<file path="config.mk">
export PLATFORM = sky130hd
export DESIGN_NAME = pipeline_hazard_ctrl
export DESIGN_NICKNAME = d
export VERILOG_FILES = /design/src/rtl/pipeline_hazard_ctrl.sv
export SDC_FILE = /design/constraint.sdc
export NUM_CORES = 1
export LEC_CHECK = 0
export BUFFER_PORTS_ARGS = -buffer_cell sky130_fd_sc_hd__buf_2
export CAP_MARGIN = 20
export CORE_MARGIN = 5
export CORE_UTILIZATION = 35
export CTS_BUF_LIST = sky130_fd_sc_hd__clkbuf_4
export DETAILED_ROUTE_END_ITERATION = 7
export PLACE_DENSITY_LB_ADDON = 0.25
export SYNTH_ARGS = -nofsm -noshare
export SYNTH_HDL_FRONTEND = slang
export SYNTH_SLANG_ARGS = --single-unit
</file>
<file path="constraint.sdc">
create_clock -name CLK -period 4.9 [get_ports CLK]
set_input_delay 0.98 -clock CLK [delete_from_list [all_inputs] [get_ports CLK]]
set_output_delay 0.98 -clock CLK [all_outputs]
set_load 0.02 [all_outputs]
</file>
<file path="src/rtl/pipeline_hazard_ctrl.sv">
// Hazard/stall controller for the five-stage pipeline: load-use and branch
// flushing, E-stage forwarding selects, cache-miss freeze FSM and perf counters.
module pipeline_hazard_ctrl #(
  parameter int unsigned CNT_W = 32
) (
  input  logic             CLK,
  input  logic             RST,
  input  logic [4:0]       rs1_addr_D,
  input  logic [4:0]       rs2_addr_D,
  input  logic [4:0]       rs1_addr_E,
  input  logic [4:0]       rs2_addr_E,
  input  logic [4:0]       rd_E,
  input  logic [4:0]       rd_M,
  input  logic [4:0]       rd_W,
  input  logic             memRead2_E,
  input  logic             regWrite_M,
  input  logic             regWrite_W,
  input  logic             pc_src_E,
  input  logic             imem_miss,
  input  logic             dmem_miss,
  input  logic             mem_ready,
  output logic             stall_F,
  output logic             stall_D,
  output logic             stall_E,
  output logic             stall_M,
  output logic             flush_D,
  output logic             flush_E,
  output logic [1:0]       fwdA_E,
  output logic [1:0]       fwdB_E,
  output logic [CNT_W-1:0] stall_cnt,
  output logic [CNT_W-1:0] flush_cnt
);

  localparam logic [1:0] IDLE   = 2'd0;
  localparam logic [1:0] D_WAIT = 2'd1;
  localparam logic [1:0] I_WAIT = 2'd2;

  logic [1:0] state;
  logic [1:0] state_nxt;
  logic       freeze;
  logic       load_use;
  logic       br_flush;

  function automatic logic [1:0] fwd_sel(
    input logic [4:0] rs,
    input logic       wr_m,
    input logic [4:0] dst_m,
    input logic       wr_w,
    input logic [4:0] dst_w
  );
    if (wr_m && (dst_m != 5'd0) && (dst_m == rs))      return 2'b10;
    else if (wr_w && (dst_w != 5'd0) && (dst_w == rs)) return 2'b01;
    else                                               return 2'b00;
  endfunction

  always_ff @(posedge CLK or posedge RST) begin
    if (RST) state <= IDLE;
    else     state <= state_nxt;
  end

  // D-miss wins in IDLE since it belongs to the older instruction
  always_comb begin
    state_nxt = state;
    freeze    = 1'b0;
    case (state)
      IDLE: begin
        freeze = imem_miss | dmem_miss;
        if (dmem_miss)      state_nxt = D_WAIT;
        else if (imem_miss) state_nxt = I_WAIT;
      end
      D_WAIT, I_WAIT: begin
        freeze = ~mem_ready;
        if (mem_ready) state_nxt = IDLE;
      end
      default: state_nxt = IDLE;
    endcase
  end

  assign load_use = memRead2_E && (rd_E != 5'd0) &&
                    ((rd_E == rs1_addr_D) || (rd_E == rs2_addr_D));

  // Freeze keeps flushes low because the pipeline registers let flush beat stall
  always_comb begin
    stall_F  = 1'b0;
    stall_D  = 1'b0;
    stall_E  = 1'b0;
    stall_M  = 1'b0;
    flush_D  = 1'b0;
    flush_E  = 1'b0;
    br_flush = 1'b0;
    fwdA_E   = 2'b00;
    fwdB_E   = 2'b00;
    if (RST) begin
      flush_D = 1'b1;
      flush_E = 1'b1;
    end else begin
      fwdA_E = fwd_sel(rs1_addr_E, regWrite_M, rd_M, regWrite_W, rd_W);
      fwdB_E = fwd_sel(rs2_addr_E, regWrite_M, rd_M, regWrite_W, rd_W);
      if (freeze) begin
        stall_F = 1'b1;
        stall_D = 1'b1;
        stall_E = 1'b1;
        stall_M = 1'b1;
      end else if (pc_src_E) begin
        flush_D  = 1'b1;
        flush_E  = 1'b1;
        br_flush = 1'b1;
      end else if (load_use) begin
        stall_F = 1'b1;
        stall_D = 1'b1;
        flush_E = 1'b1;
      end
    end
  end

  // Saturating performance counters
  always_ff @(posedge CLK or posedge RST) begin
    if (RST) begin
      stall_cnt <= '0;
      flush_cnt <= '0;
    end else begin
      if (stall_F && (stall_cnt != {CNT_W{1'b1}}))
        stall_cnt <= stall_cnt + CNT_W'(1);
      if (br_flush && (flush_cnt != {CNT_W{1'b1}}))
        flush_cnt <= flush_cnt + CNT_W'(1);
    end
  end

endmodule

</file>
==> results.json <==
{
  "arrival_ns": 2.73,
  "synthArstFlopShare_pct": 100,
  "ys_warn_count": 0,
  "min_period_ns": 3.71,
  "dpl_cell_area_um2": 4400,
  "rrSetupSlack_ns": 2.24,
  "cp_max_fo": 33,
  "reg2regPathDepth": 8,
  "syn_nets": 417,
  "fin_nets": 535,
  "wire_per_inst_um": 14.5,
  "grt_usage_pct": 14.4,
  "cts_root_buffer": "clkbuf_4",
  "syn_area_per_cell_um2": 10.1,
  "ios": 118,
  "fillCellCount": 1018,
  "synth_area_um2": 3720,
  "synth_edf_count": 0,
  "vdd_drop_max_v": 0.000123,
  "placeableCoreArea_um2": 10300,
  "worstMarginPinSlew_ns": 0.631,
  "synth_most_common_cell": "xnor2_1",
  "cpMostUsedCell": "a31o_2",
  "synthTopCellsByCount": "xnor2_1 (70), dfrtp_1 (66), nand3_1 (36)",
  "skew_ns": 0.0145,
  "cts_resized": 0,
  "critPathKind": "reg2out",
  "max_freq_ghz": 0.269,
  "wirelength_mm": 9.14,
  "rsz0062_at_grt": "no",
  "synth_cells": 369,
  "numClockSinks": 66,
  "p_leak_uw": 0.00219,
  "reg2reg_from": "state[0]",
  "relSlewSlack_pct": 58.0,
  "ant_nets": 0,
  "drive_above_1_share_pct": 29.9,
  "clock_latency_ns": 0.40,
  "die_w_um": 113,
  "post_cts_buffers": 0,
  "final_hold_viol_count": 0,
  "synth_area_leaders": "dfrtp_1 (44%), xnor2_1 (16%), nand4_1 (4.9%), nand3_1 (4.8%), xor2_1 (4.7%)",
  "vias_per_cell": 4.94,
  "ys.flop_type": "dfrtp_1",
  "rr_endpoint": "stall_cnt[1]",
  "status": "finished clean",
  "postLayoutCellArea_um2": 4570,
  "cap_violations": 0,
  "yosysTopAreaCell": "dfrtp_1",
  "start_util_pct": 36.0,
  "core.rowCount": 37,
  "antenna_found_initial": 0,
  "grt_max_degree": 35,
  "fin_setup_tns_ns": 0,
  "grt-ovfl-total": 0,
  "drtIter0Drc": 131,
  "ys_seq_area_share_pct": 44.4,
  "crit_path_end": "stall_D",
  "path_cells": "inv_1 -> ha_1 -> nor3b_1 -> a31o_2 -> and2_1 -> a31o_2 -> buf_2",
  "place_congestion": 0.810,
  "grt_pass1_vias": 2996,
  "max_stage_delay_ns": 0.53,
  "setup_viol": 0,
  "crit_path_end_kind": "output pin",
  "ys_ff_latch": 66,
  "power_uw": 1480,
  "hold_path_class": "reg2reg",
  "power.density_nw_per_um2": 325,
  "drc": 0,
  "postLayoutCoreUtil_pct": 44.2,
  "holdBufCountCts": 0,
  "cts_tree": "yes",
  "startpoint_type": "flop",
  "worstPathRequired_ns": 3.92,
  "hpwl_mm": 7.03,
  "syn_to_final_growth_pct": 22.7,
  "drt-pass1-iter-count": 4,
  "cts_max_path_buffers": 2,
  "grt_pass1_wl_mm": 15.0,
  "synth.top_cell.area_share_pct": 44.4,
  "die_area_um2": 12800,
  "crit_path_top_delay_cell": "a31o_2",
  "cts.clk_slew.worst_paths_ns": 0.12,
  "min_period_over_period_pct": 75.8,
  "io_buffer_count": 117,
  "cts_max_level": 3,
  "cts_buffers": 9,
  "slew_violations": 0,
  "synth_cell_types": 42,
  "die_y_um": 113,
  "cp-startpoint": "state[0]",
  "vias": 3108
}
[logic make-up after synthesis]
kind of cell,Yosys count,synth area share [%]
AND/OR/NAND/NOR,173,26.2
XOR/XNOR,90,21.2
flip-flops,66,44.4
buffers and inverters,18,2.96
AO/OA/AOI/OAI,15,2.99
adder cells (fa/ha/maj),4,1.35
multiplexers,3,0.908
[flip-flops by register name, indices dropped and copies added (netlist names)]
| name | count |
|---|---|
| flush_cnt | 32 |
| state | 2 |
| stall_cnt | 32 |
[where the power goes]
group | switching (uW) | internal, uW | total (uW)
logic | 258 | 159 | 417
clock network | 207 | 206 | 413
registers | 56.6 | 596 | 652
[through the flow]
| step | worst slack, ns | hold slack [ns] | cells |
|---|---|---|---|
| 3_3_place_gp | 1.29 | 0.474 | 612 |
| 5_1_grt | 0.959 | 0.505 | 628 |
| 2_1_floorplan | 0.120 | 0.494 | 369 |
| 4_1_cts | 1.14 | 0.492 | 628 |
| 6_report | 1.19 | 0.496 | 629 |
| 3_5_place_dp | 1.24 | 0.478 | 612 |
[routing by layer]
metal  vias up  GRT usage [%]  share of wire, %
li1       1544              -                 -
met1      1467           20.0                46
met2        89           22.4                46
met3         8           3.37               6.2
met4         0           4.57               1.0
met5         -              0                 0
[worst max-delay path: cells and delay by family, from the launching register on]
kind,cells,cell delay (ns)
AOI/OAI and AO/OA,2,0.74
buffers and inverters,2,0.34
and+or+nand+nor,2,0.54
adders and majority gates,1,0.29
DFF,1,0.41
[worst min-delay path by stage]
stage	from	cells past startpoint	end	slack, ns
after floorplan	state[0]	1	state[0]	0.49
after CTS	flush_cnt[19]	1	flush_cnt[19]	0.49
after detailed placement	flush_cnt[19]	1	flush_cnt[19]	0.48
after global routing	flush_cnt[13]	1	flush_cnt[13]	0.51
after global placement	flush_cnt[21]	1	flush_cnt[21]	0.47
final	flush_cnt[13]	1	flush_cnt[13]	0.50
[area by class of cell]
cell class              instances  area [um^2]  area share, %
flip-flops and latches         66         1650           36.2
well taps                     136          170           3.73
clock buffers                   9         67.6           1.48
multi-input cells             285         1960           42.9
repair buffers                119          601           13.2
clock inverters                 7         92.6           2.03
diodes                          1         2.50         0.0548
inverters                       6         22.5          0.493
[layout by cell type (no fill, tap or decap), types with 2 or more instances in the layout]
cell	instances
a21oi_1	2
ha_1	4
mux2_2	3
nand4_1	29
o22ai_1	2
and3b_1	2
nor4_1	4
buf_4	2
nand2b_1	3
and3_1	20
nand2_1	27
clkinvlp_4	2
buf_2	117
clkbuf_4	9
dfrtp_1	66
nand3_1	36
a31o_2	2
and4_1	5
and2_1	4
bufinv_16	2
nor3_1	8
o21ai_0	3
xor2_1	20
nor2_1	19
nand3b_1	2
xnor2_1	70
or4_1	5
inv_1	5
Note: power is estimated with default switching activity, not from simulation.
